==> config.mk <==
export PLATFORM = sky130hd
export DESIGN_NAME = bit_serial_logic_unit
export DESIGN_NICKNAME = d
export VERILOG_FILES = /design/src/rtl/bit_serial_logic_unit.sv
export SDC_FILE = /design/constraint.sdc
export NUM_CORES = 1
export LEC_CHECK = 0
export BUFFER_PORTS_ARGS = -buffer_cell sky130_fd_sc_hd__buf_2
export CORE_MARGIN = 10
export CORE_UTILIZATION = 55
export DETAILED_ROUTE_END_ITERATION = 16
export GPL_ROUTABILITY_DRIVEN = 0
export HOLD_SLACK_MARGIN = 0.03
export PLACE_DENSITY_LB_ADDON = 0.3
export SYNTH_ARGS = -nofsm -noshare
export SYNTH_HDL_FRONTEND = slang
export SYNTH_SLANG_ARGS = --single-unit
==> constraint.sdc <==
create_clock -name clk_i -period 2.4 [get_ports clk_i]
set_input_delay 0.48 -clock clk_i [delete_from_list [all_inputs] [get_ports clk_i]]
set_output_delay 0.48 -clock clk_i [all_outputs]
set_load 0.05 [all_outputs]
==> src/rtl/bit_serial_logic_unit.sv <==
// Bit-serial bitwise/reduction/logical operator engine.
// Operands are walked LSB-first, one bit per clock, between two valid/ready handshakes.
module bit_serial_logic_unit #(
    parameter int WIDTH = 8
) (
    input  logic             clk_i,
    input  logic             rst_n_i,
    input  logic             in_valid_i,
    output logic             in_ready_o,
    input  logic [WIDTH-1:0] in_a_i,
    input  logic [WIDTH-1:0] in_b_i,
    input  logic [3:0]       in_op_i,
    output logic             out_valid_o,
    input  logic             out_ready_i,
    output logic [WIDTH-1:0] out_result_o,
    output logic             out_bit_o
);

    localparam int CW = $clog2(WIDTH + 1);
    localparam logic [CW-1:0] LAST = CW'(WIDTH - 1);

    typedef enum logic [1:0] {
        IDLE,
        SHIFT,
        DONE
    } state_e;

    state_e           state_q, state_d;
    logic [CW-1:0]    cnt_q, cnt_d;
    logic [WIDTH-1:0] a_q, a_d;
    logic [WIDTH-1:0] b_q, b_d;
    logic [3:0]       op_q, op_d;
    logic [WIDTH-1:0] shreg_q, shreg_d;
    logic             and_q, and_d;
    logic             or_a_q, or_a_d;
    logic             or_b_q, or_b_d;
    logic             xor_q, xor_d;
    logic             in_ready_q, in_ready_d;
    logic             out_valid_q, out_valid_d;
    logic [WIDTH-1:0] out_result_q, out_result_d;
    logic             out_bit_q, out_bit_d;

    logic             a_bit;
    logic             b_bit;
    logic             word_bit;
    logic             and_n;
    logic             or_a_n;
    logic             or_b_n;
    logic             xor_n;
    logic             scalar_n;
    logic [WIDTH-1:0] word_n;

    // Operands are shifted right each SHIFT cycle, so the current bit is always bit 0.
    assign a_bit  = a_q[0];
    assign b_bit  = b_q[0];
    assign and_n  = and_q & a_bit;
    assign or_a_n = or_a_q | a_bit;
    assign or_b_n = or_b_q | b_bit;
    assign xor_n  = xor_q ^ a_bit;

    always_comb begin
        word_bit = 1'b0;
        case (op_q[2:0])
            3'd0: word_bit = a_bit & b_bit;
            3'd1: word_bit = a_bit | b_bit;
            3'd2: word_bit = ~(a_bit & b_bit);
            3'd3: word_bit = ~(a_bit | b_bit);
            3'd4: word_bit = a_bit ^ b_bit;
            3'd5: word_bit = ~(a_bit ^ b_bit);
            3'd6: word_bit = ~a_bit;
            3'd7: word_bit = a_bit;
            default: word_bit = 1'b0;
        endcase
    end

    // Final combine uses the accumulators already updated with the last bit.
    always_comb begin
        scalar_n = 1'b0;
        case (op_q[2:0])
            3'd0: scalar_n = and_n;
            3'd1: scalar_n = or_a_n;
            3'd2: scalar_n = ~and_n;
            3'd3: scalar_n = ~or_a_n;
            3'd4: scalar_n = xor_n;
            3'd5: scalar_n = ~xor_n;
            3'd6: scalar_n = or_a_n & or_b_n;
            3'd7: scalar_n = or_a_n | or_b_n;
            default: scalar_n = 1'b0;
        endcase
    end

    // New word bits enter at the MSB so bit 0 lands in place after WIDTH shifts.
    always_comb begin
        word_n            = shreg_q >> 1;
        word_n[WIDTH-1]   = word_bit;
    end

    always_comb begin
        state_d      = state_q;
        cnt_d        = cnt_q;
        a_d          = a_q;
        b_d          = b_q;
        op_d         = op_q;
        shreg_d      = shreg_q;
        and_d        = and_q;
        or_a_d       = or_a_q;
        or_b_d       = or_b_q;
        xor_d        = xor_q;
        in_ready_d   = in_ready_q;
        out_valid_d  = out_valid_q;
        out_result_d = out_result_q;
        out_bit_d    = out_bit_q;

        case (state_q)
            IDLE: begin
                if (in_valid_i) begin
                    a_d        = in_a_i;
                    b_d        = in_b_i;
                    op_d       = in_op_i;
                    cnt_d      = '0;
                    shreg_d    = '0;
                    and_d      = 1'b1;
                    or_a_d     = 1'b0;
                    or_b_d     = 1'b0;
                    xor_d      = 1'b0;
                    in_ready_d = 1'b0;
                    state_d    = SHIFT;
                end
            end
            SHIFT: begin
                a_d     = a_q >> 1;
                b_d     = b_q >> 1;
                shreg_d = word_n;
                and_d   = and_n;
                or_a_d  = or_a_n;
                or_b_d  = or_b_n;
                xor_d   = xor_n;
                cnt_d   = cnt_q + 1'b1;
                if (cnt_q == LAST) begin
                    out_valid_d  = 1'b1;
                    out_result_d = op_q[3] ? '0 : word_n;
                    out_bit_d    = op_q[3] ? scalar_n : 1'b0;
                    state_d      = DONE;
                end
            end
            DONE: begin
                if (out_ready_i) begin
                    out_valid_d = 1'b0;
                    in_ready_d  = 1'b1;
                    state_d     = IDLE;
                end
            end
            default: begin
                out_valid_d = 1'b0;
                in_ready_d  = 1'b1;
                state_d     = IDLE;
            end
        endcase
    end

    always_ff @(posedge clk_i) begin
        if (!rst_n_i) begin
            state_q      <= IDLE;
            cnt_q        <= '0;
            a_q          <= '0;
            b_q          <= '0;
            op_q         <= '0;
            shreg_q      <= '0;
            and_q        <= 1'b1;
            or_a_q       <= 1'b0;
            or_b_q       <= 1'b0;
            xor_q        <= 1'b0;
            in_ready_q   <= 1'b1;
            out_valid_q  <= 1'b0;
            out_result_q <= '0;
            out_bit_q    <= 1'b0;
        end else begin
            state_q      <= state_d;
            cnt_q        <= cnt_d;
            a_q          <= a_d;
            b_q          <= b_d;
            op_q         <= op_d;
            shreg_q      <= shreg_d;
            and_q        <= and_d;
            or_a_q       <= or_a_d;
            or_b_q       <= or_b_d;
            xor_q        <= xor_d;
            in_ready_q   <= in_ready_d;
            out_valid_q  <= out_valid_d;
            out_result_q <= out_result_d;
            out_bit_q    <= out_bit_d;
        end
    end

    assign in_ready_o   = in_ready_q;
    assign out_valid_o  = out_valid_q;
    assign out_result_o = out_result_q;
    assign out_bit_o    = out_bit_q;

endmodule

# --- Yosys cells after proc, flatten, opt, wreduce, memory -nomap -nowiden ---
# Index checks and enable logic that the tools add are counted.
word_totals:
  ff_bits: 49
  inputBits: 24
  output_inout_bits: 11
  word_cells: 82
classes:
  addsub: 1
  n_eq_ne: 13
  n_mux: 27
  n_bitwise: 18
  reduce_logical: 9
ops:
  columns: ["cell", "count"]
  rows:
  - ["$pmux 8 s2", 3]
  - ["$mux 8", 4]
  - ["$pmux 1 s8", 2]
  - ["$eq 3x3->1 const B", 4]
  - ["$not 1->1", 9]
  - ["$reduce_and 3->1", 3]
  - ["$pmux 1 s2", 4]
  - ["$pmux 4 s2", 1]
  - ["$eq 3x2->1 const B", 2]
  - ["$mux 1", 6]
  - ["$mux 2", 3]
  - ["$ne 2x2->1 const B", 3]
  - ["$pmux 1 s3", 2]
  - ["$pmux 2 s3", 1]
  - ["$reduce_and 2->1", 3]
  - ["$add 4x1->4 const B", 1]
  - ["$eq 4x3->1 const B", 1]
  - ["$mux 4", 1]
  - ["$or 1x1->1", 4]
  - ["$and 1x1->1", 3]
  - ["$eq 3x1->1 const B", 1]
  - ["$logic_not 3->1", 1]
  - ["$eq 2x1->1 const B", 1]
  - ["$eq 2x2->1 const B", 1]
  - ["other kinds (3)", 4]

# --- Depth between registers and ports, before layout ---
# Gate-level depths: netlist (run 1).
logic_depth:
  ltp_word: 4
  ltp_mapped: 7
  depth_no_buf: 6

# --- Worst setup path before layout (run 1) ---
# OpenSTA, ideal clock, no wires.
synth_path:
  path_type: "register -> register"
  from: "reg a_q[0]"
  to: "reg out_result_q[7], in the netlist out_result_o[7]"
  setup_ps: 132
  arrival_ps: 1741
  t_required_ps: 2268
  slack_ps: 527
  path_stages_with_launch: 8
  path_buffers: 1
  synth_period_minus_slack_ps: 1873
  path_cell_list: "dfxtp_1 -> buf_2 -> inv_1 -> ha_1 -> mux2_2 -> mux4_2 -> nand3b_1 -> a21oi_1"
synth_via:
  elab_chain_len: 4
  word_cells_on_any_way: 9
  cone_classes: "mux (2); bitwise (7)"
synth_rtl:
  columns: ["item", "line_no", "rtl"]
  rows:
  - ["from (decl)", "30", "logic [WIDTH-1:0] a_q, a_d;"]
  - ["from (signal assigned)", "165", "a_q <= '0;"]
  - ["from (signal assigned)", "180", "a_q <= a_d;"]
  - ["$xor 1x1->1, or another cell as far along", "68, 69", null]
  - ["$not 1->1 (on tied branches)", "69, 66, 67", null]
  - ["$pmux 1 s8 (*)", "63", "case (op_q[2:0])"]
  - ["$mux 8 (*)", "141", "out_result_d = op_q[3] ? '0 : word_n;"]
  - ["to (signal assigned)", "190", "out_result_q <= out_result_d;"]
  - ["to (decl)", "40", "logic [WIDTH-1:0] out_result_q, out_result_d;"]
# Mark *: on every way between the ends. The rest lies on a longest branch, timed or not.
# A chain may end at the register's enable or synchronous reset.

# --- Final worst setup path (run 1) ---
layout_path:
  from: "reg b_q[0]"
  to: "reg out_result_q[7], in the netlist out_result_o[7]"
layout_via:
  elab_chain_len: 4
  word_cells_on_any_way: 8
  cone_classes: "mux (2); bitwise (6)"
layout_rtl:
  columns: ["item", "line_no", "rtl"]
  rows:
  - ["from (decl)", "31", "logic [WIDTH-1:0] b_q, b_d;"]
  - ["from (signal assigned)", "166", "b_q <= '0;"]
  - ["from (signal assigned)", "181", "b_q <= b_d;"]
  - ["$xor 1x1->1, or another cell as far along", "68, 69", null]
  - ["$not 1->1 (on tied branches)", "69, 66, 67", null]
  - ["$pmux 1 s8 (*)", "63", null]
  - ["$mux 8 (*)", "141", null]
# Marked as above.

==> results.ini, run 1 <==
[outcome]
outcome = finished clean

[final_layout]
drive_above_1_share_pct = 18.79
syn2layout_area_growth_pct = 13.53
fillerInstances = 346
fin_nets = 308
diodes = 0

[synth]
yosysTopAreaCellShare_pct = 45.77
synth_fp_nets = 284
synth_edf_count = 0
async_reset_ff_share_pct = 0
synthTopCellsByCount = nand2_1 (59), dfxtp_1 (48), a21oi_1 (29)
synth_warnings = 0
ys_types = 34
syn_avg_cell_area_sq_um = 8.169
synthTopCellsByArea = dfxtp_1 (46%), nand2_1 (11%), a21oi_1 (6.9%), a311oi_1 (5.8%), nor2_1 (4.3%)
synth.ff_latch_count = 48
yosysTopAreaCell = dfxtp_1
synth-seq-area-share_pct = 45.77
syn_inst = 257
syn_area_sq_um = 2100
synth_top_flop_cell = dfxtp_1
synth_most_common_cell = nand2_1

[clocking]
cts.sinks = 48
cts_buffer_depth = 2
cts_tree = built
postCtsHoldBufs = 0
htreeDepth = 2
root_buffer = clkbuf_8
cts_buffers = 5
clock_latency_ps = 290
cts_setup_buffers = 0
path_clk_slew_ps = 80
ctsResizeCount = 0

[global_routing]
grt_pass1_wl_um = 7879
grt_max_degree = 45
antenna_found_initial = 0
grt_overflow_total = 0
grtUsageTotal_pct = 14.33
grt_pass1_vias = 1793

[detailed_routing]
met2_length_um = 2064
vias = 1822
ant_nets = 0
drt_iter0_drc = 92
wl_per_cell_um = 13.34
top_layer = met4
first_pass_iters = 7
wl_met3_um = 245
vias_per_cell = 5.521
drc = 0
drt_wl_total_um = 4403
m1WireLength_um = 2051

[placement]
port_buffers = 34
hpwl_um = 2987

[worst_setup_path]
r2r_cells = 6
cp-end-kind = flop
r2r-start = b_q[0]
crit_required_ps = 2570
cp_data_arrival_time_ps = 1960
cp_max_fo = 6
startpoint_type = flop
reg2reg_to = out_result_o[7]
crit_type = reg -> reg
reg2reg_slack_ps = 610

[sta]
rsz0062_at_grt = no
worst_pin_slew_ps = 636.8
min_period_over_period_pct = 74.71
setup_viol = 0
maxSlewHeadroom_pct = 57.54
whs_ps = 392.9
final.min_clock_period_ps = 1793
finalHoldViolCount = 0
fmax_mhz = 557.7
clock_skew_ps = 5.836
slew_violations = 0
tns_ps = 0

[floorplanning]
core_area_sq_um = 3689
start_util_pct = 56.92
rows = 22
num_io_pins = 35
die_w_um = 81.79
fp.dieH_um = 81.79
die_area_sq_um = 6689

[power]
power_density_nw_per_um2 = 674.2
ir_worst_vdd_v = 0.0004435
p_leak_uw = 0.0009356

[min_path]
hold_class = in -> reg
whs_endpoint = in_ready_o
hold_start = rst_n_i
holdPathStages = 2

[job]
cap_violations = 0

==> power by group <==
part	switching [uW]	leakage, uW	internal [uW]
clock network	253	0.0000552	309
logic	107	0.000489	77.9
registers	28.6	0.000392	831
==> critical path, stage by stage (launching register included) <==
cell and delay (ps):
dfxtp_1 420, inv_1 70, ha_1 290, mux2_2 270, mux4_2 460, nand3b_1 100
a21oi_1 60
==> flip-flops by register name, indices dropped and copies added, names as in the netlist <==
| name | flops |
|---|---|
| or_b_q | 1 |
| and_q | 1 |
| a_q | 8 |
| op_q | 4 |
| out_result_o | 8 |
| cnt_q | 4 |
| or_a_q | 1 |
| shreg_q | 7 |
| b_q | 8 |
| out_bit_o | 1 |
| in_ready_o | 1 |
| state_q | 2 |
| xor_q | 1 |
| out_valid_o | 1 |
==> per-stage QoR <==
step | util, % | worst slack, ps | area, sq um | cells | total power [uW]
finish | 64.62 | 607.0 | 2384 | 330 | 1607
global route | 64.62 | 383.5 | 2384 | 330 | 1687
CTS | 64.62 | 591.8 | 2384 | 330 | 1620
floorplan | - | 526.6 | 2100 | 257 | 1012
global placement | 61.70 | 623.6 | 2276 | 322 | 1059
detailed placement | 61.70 | 604.8 | 2276 | 322 | 1064
==> cell type report <==
| cell class | instances | area [sq um] | share of cell area, % |
|---|---|---|---|
| well taps | 48 | 60.06 | 2.520 |
| repair buffers | 39 | 207.7 | 8.714 |
| multi-input cells | 184 | 1036 | 43.46 |
| inverters | 3 | 11.26 | 0.4724 |
| flip-flops and latches | 48 | 960.9 | 40.31 |
| clock buffers | 6 | 72.57 | 3.045 |
| clock inverters | 2 | 35.03 | 1.470 |
==> kinds of logic (layout without fill, tap and decap cells) <==
family	count (synthesis)	in the layout	synth area share, %
mux	6	6	3.635
flops	48	48	45.77
fa+ha+maj	3	3	1.788
xor+xnor	2	2	0.8345
simple gates	117	117	25.15
buf+inv	25	50	5.125
compound gates	56	56	17.70
==> layout by cell type, fill, tap and decap left out, types with 4 or more instances in the layout <==
cell type  count
nand2_1       59
dfxtp_1       48
buf_2         34
a21oi_1       29
nor2_1        24
a311oi_1      14
nand3_1       12
nand3b_1       9
clkbuf_8       5
buf_4          5
o21ai_0        4
==> metal layers <==
layer	GRT usage, %	up-vias
li1	-	934
met1	17.46	841
met5	0	-
met4	4.252	0
met3	4.148	6
met2	23.90	41
==> how the worst max path moves through the flow <==
stage | to | slack [ps] | from | cells after the start
floorplan | out_result_o[7] | 530 | a_q[0] | 7
global placement | cnt_q[3] | 620 | in_valid_i | 5
detailed placement | out_result_o[7] | 600 | b_q[0] | 6
CTS | out_result_o[7] | 590 | b_q[0] | 6
global route | out_bit_o | 380 | state_q[0] | 3
finish | out_result_o[7] | 610 | b_q[0] | 6
Note: power is estimated with default switching activity, not from simulation.
==> run 2, diff against run 1 <==
--- a/config.mk
+++ b/config.mk
@@ -7,7 +7,7 @@
 export LEC_CHECK = 0
 export BUFFER_PORTS_ARGS = -buffer_cell sky130_fd_sc_hd__buf_2
 export CORE_MARGIN = 10
-export CORE_UTILIZATION = 55
+export CORE_UTILIZATION = 50
 export DETAILED_ROUTE_END_ITERATION = 16
 export GPL_ROUTABILITY_DRIVEN = 0
 export HOLD_SLACK_MARGIN = 0.03
==> constraint.sdc (replaced) <==
create_clock -name clk_i -period 1.55 [get_ports clk_i]
set_input_delay 0.31 -clock clk_i [delete_from_list [all_inputs] [get_ports clk_i]]
set_output_delay 0.31 -clock clk_i [all_outputs]
set_load 0.05 [all_outputs]
==> run 2 against run 1 <==
Against the previous run:
- the run now ends with setup timing left
- clock skew decreased by 3.8 ps
- global-route usage shrank 1.5 points
- sequential share of layout area shrank 2.8 points
- non-clock buffer count is 14 higher
- sequential power increased by 55%
- fmax rose by 11%
- via count increased by 2.1%
- die area is 7.5% higher
- routed wire length is 6.0% higher
- highest routed layer unchanged
==> results.ini, run 2 (same netlist as run 1, synthesis figures left out) <==
[outcome]
outcome = complete, but fails checks
violations = setup timing

[floorplanning]
start_util_pct = 52.11
core_area_sq_um = 4029
die_area_sq_um = 7191
rows = 23
fp.dieH_um = 84.80
num_io_pins = 35
die_w_um = 84.80

[sta]
whs_ps = 222.7
clock_skew_ps = 2.071
maxSlewHeadroom_pct = 70.75
worst_pin_slew_ps = 427.6
setup_viol = 2
rsz0062_at_grt = yes
min_period_over_period_pct = 103.9
slew_violations = 0
finalHoldViolCount = 0
final.min_clock_period_ps = 1610
fmax_mhz = 621.2
tns_ps = -91.93
fin_ws_ps = -59.86

[worst_setup_path]
cp_max_fo = 3
crit_required_ps = 1740
r2r-start = b_q[0]
crit_type = reg -> reg
reg2reg_to = out_result_o[7]
cp_data_arrival_time_ps = 1800
reg2reg_slack_ps = -60
startpoint_type = flop
cp-end-kind = flop
r2r_cells = 6

[detailed_routing]
first_pass_iters = 5
ant_nets = 0
wl_per_cell_um = 13.49
vias = 1860
drt_wl_total_um = 4668
vias_per_cell = 5.376
drt_iter0_drc = 122
drc = 0

[final_layout]
mostFrequentLayoutCells = nand2_1 (59), dfxtp_1 (46), buf_2 (34), a21oi_1 (29), nor2_1 (24)
final_common_cell = nand2_1
diodes = 0
fin_nets = 322
drive_above_1_share_pct = 25.34
syn2layout_area_growth_pct = 22.41
fin_cells = 346

[power]
power_uw = 2657
power_density_nw_per_um2 = 1034
ir_worst_vdd_v = 0.0006019
p_leak_uw = 0.001032

[min_path]
whs_endpoint = in_ready_o
hold_start = rst_n_i
holdPathStages = 2
hold_class = in -> reg

[global_routing]
grt_max_degree = 35
antenna_found_initial = 0
grt_pass1_vias = 1782
grt_pass1_wl_um = 7859
grt_overflow_total = 0
grtUsageTotal_pct = 12.88

[clocking]
root_buffer = clkbuf_8
cts_buffer_depth = 2
cts.sinks = 48
path_clk_slew_ps = 90
cts_buffers = 5
cts_tree = built
clock_latency_ps = 290
htreeDepth = 2
postCtsHoldBufs = 0

[placement]
pre_cts_ws_ps = -104.8
port_buffers = 34
place_inst = 337
hpwl_um = 3362

[job]
cap_violations = 0

run 2: cell types whose count changed in the layout (fill, tap and decap cells not counted), moves of 2 or more:
cell	change
buf_4	+11
buf_12	+3
clkbuf_8	+2
dfxtp_1	-2
dfxtp_2	+2
inv_1	-2
inv_2	+2
run 2: how the worst max path moves through the flow:
stage | cells past startpoint | end | startpoint | slack [ps]
after floorplan | 7 | out_result_o[7] | a_q[0] | -130
after global placement | 6 | out_result_o[7] | b_q[0] | -70
after detailed placement | 6 | out_result_o[7] | b_q[0] | -100
after CTS | 6 | out_result_o[7] | b_q[0] | -70
after global routing | 6 | out_result_o[7] | b_q[0] | -120
final | 6 | out_result_o[7] | b_q[0] | -60
run 2: area by class of cell:
cell class,instances,area [sq um]
Clock buffer,7,96.34
Sequential cell,48,963.4
Timing Repair Buffer,53,350.3
Tap cell,50,62.56
Fill cell,358,1459
Multi-Input combinational cell,184,1056
Inverter,3,11.26
Clock inverter,1,30.03
run 2: critical path: stages (launching register included):
cell and delay (ps):
dfxtp_2 360, inv_2 50, ha_4 230, mux2_4 250, mux4_2 470, nand3b_1 100
a21oi_1 60
run 2: repair_timing:
action,CTS,global route
hold endpoints to repair,0,0
pin swaps,2,0
setup buffers,1,0
endpoints found under the setup margin,3,10
resized for setup,2,2
run 2: metal layers:
metal	vias to the layer above	track usage, %	routed length (um)
li1	964	-	-
met1	844	15.64	2223
met2	46	20.38	2145
met3	6	4.058	242
met4	0	5.539	55
met5	-	0	0
run 2: metrics by stage:
| stage | utilization [%] | cell area, sq um |
|---|---|---|
| 6_report | 63.79 | 2570 |
| 5_1_grt | 63.79 | 2570 |
| 4_1_cts | 63.70 | 2566 |
| 3_5_place_dp | 60.34 | 2431 |
| 3_3_place_gp | 60.34 | 2431 |
| 2_1_floorplan | - | 2123 |
run 2: report_power, final:
part	switching [uW]	leakage, uW	total [uW]	internal [uW]
Clock	407	0.0000645	976	569
Sequential	43.9	0.000392	1330	1290
Combinational	181	0.000575	350	169
==> run 3, diff against run 2 <==
--- a/config.mk
+++ b/config.mk
@@ -7,7 +7,7 @@
 export LEC_CHECK = 0
 export BUFFER_PORTS_ARGS = -buffer_cell sky130_fd_sc_hd__buf_2
 export CORE_MARGIN = 10
-export CORE_UTILIZATION = 50
+export CORE_UTILIZATION = 30
 export DETAILED_ROUTE_END_ITERATION = 16
 export GPL_ROUTABILITY_DRIVEN = 0
 export HOLD_SLACK_MARGIN = 0.03
==> run 3 against run 2 <==
Against the previous run:
- the run still ends with setup timing left
- die area up 49%
- count of clock-buffer cells in the layout fell by 1
- clock skew up 7.5 ps
- critical path depth stayed put
- worst hold slack better by 8.7 ps
- critical path type unchanged
- highest routed layer unchanged
==> results.ini, run 3 (same netlist as run 1, synthesis figures left out) <==
[outcome]
outcome = complete, but fails checks
violations = setup timing

[detailed_routing]
wl_per_cell_um = 12.45
drc = 0
drt_wl_total_um = 4804
first_pass_iters = 4
drt_iter0_drc = 47
vias_per_cell = 4.756
ant_nets = 0
vias = 1836

[placement]
hpwl_um = 3411
port_buffers = 34

[floorplanning]
die_area_sq_um = 10740
start_util_pct = 30.90
fp.dieH_um = 103.7
core_area_sq_um = 6794
rows = 30
die_w_um = 103.7
num_io_pins = 35

[power]
p_leak_uw = 0.0009831
ir_worst_vdd_v = 0.0004523
power_density_nw_per_um2 = 953.5

[clocking]
cts_buffer_depth = 2
path_clk_slew_ps = 90
postCtsHoldBufs = 0
cts.sinks = 48
root_buffer = clkbuf_8
cts_tree = built
cts_buffers = 5
clock_latency_ps = 290
htreeDepth = 2

[worst_setup_path]
cp_data_arrival_time_ps = 1810
critPathSlowestCell = mux4_2
cp-end-kind = flop
cp_max_fo = 4
crit_chain = inv_2 > ha_4 > mux2_4 > mux4_2 > nand3b_1 > a21oi_1
crit_required_ps = 1730
startpoint_type = flop
cpPeakStageDelay_ps = 470
crit_type = reg -> reg

[final_layout]
post-route-util_pct = 37.72
syn2layout_area_growth_pct = 22.05
drive_above_1_share_pct = 23.79
final_common_cell = nand2_1
diodes = 0
fin_nets = 316
mostFrequentLayoutCells = nand2_1 (59), dfxtp_1 (46), buf_2 (34), a21oi_1 (29), nor2_1 (24)

[sta]
min_period_over_period_pct = 105.1
clock_skew_ps = 9.555
fmax_mhz = 613.9
fin_ws_ps = -78.81
setup_viol = 3
maxSlewHeadroom_pct = 79.42
finalHoldViolCount = 0
final.min_clock_period_ps = 1629
slew_violations = 0
rsz0062_at_grt = yes
tns_ps = -170.3
whs_ps = 231.4
worst_pin_slew_ps = 300.9

[min_path]
hold_class = in -> reg

[job]
cap_violations = 0

[global_routing]
antenna_found_initial = 0
grt_overflow_total = 0
grt_max_degree = 43
grt_pass1_vias = 1863
grt_pass1_wl_um = 8618
grtUsageTotal_pct = 9.224

run 3: critical path, delay by kind of cell, from the launching register on:
kind / cells / cell delay, ps
adders and majority gates: 1 / 230
buffers and inverters: 1 / 40
AOI/OAI and AO/OA: 1 / 60
muxes: 2 / 720
and+or+nand+nor: 1 / 100
DFF: 1 / 370
run 3: final timing paths:
| path | cells past startpoint | start | end | slack, ps |
|---|---|---|---|---|
| worst min register to register | 2 | out_result_o[1] | out_result_o[1] | 450 |
| worst max-delay path | 6 | a_q[0] | out_result_o[7] | -80 |
| worst min-delay path | 2 | rst_n_i | in_ready_o | 230 |
| worst max register to register | 6 | a_q[0] | out_result_o[7] | -80 |
run 3: area by class of cell:
class | instances | area (sq um)
Clock buffer | 6 | 82.58
Clock inverter | 2 | 15.01
Fill cell | 736 | 4232
Inverter | 3 | 11.26
Multi-Input combinational cell | 184 | 1056
Sequential cell | 48 | 968.4
Tap cell | 96 | 120.1
Timing Repair Buffer | 47 | 309.0
run 3: routing by layer:
layer / part of all wire (%) / wire [um] / GRT usage (%)
met1: 49 / 2366 / 11.18
met5: 0 / 0 / 0
met3: 5.5 / 264 / 3.160
met2: 45 / 2139 / 15.14
met4: 0.71 / 34 / 2.485
run 3: through the flow:
stage	cell area (sq um)	std cells	setup WS (ps)	total power [uW]
detailed placement	2444	377	-137.5	1693
global placement	2444	377	-111.5	1687
CTS	2542	385	-89.17	2487
finish	2562	386	-78.81	2443
global route	2562	386	-142.7	2585
floorplan	2123	257	-131.1	1578
run 3: what timing repair did:
| item | in CTS | in global routing |
|---|---|---|
| buffers inserted | 0 | 1 |
| pin swaps | 3 | 7 |
| endpoints found under the setup margin | 3 | 10 |
| gates resized for setup | 2 | 5 |
run 3: where the power goes:
group          switching, uW  leakage, uW  internal [uW]
registers               43.8     0.000393           1290
logic                    178     0.000547            157
clock network            416    0.0000434            362
total                    639     0.000983           1800
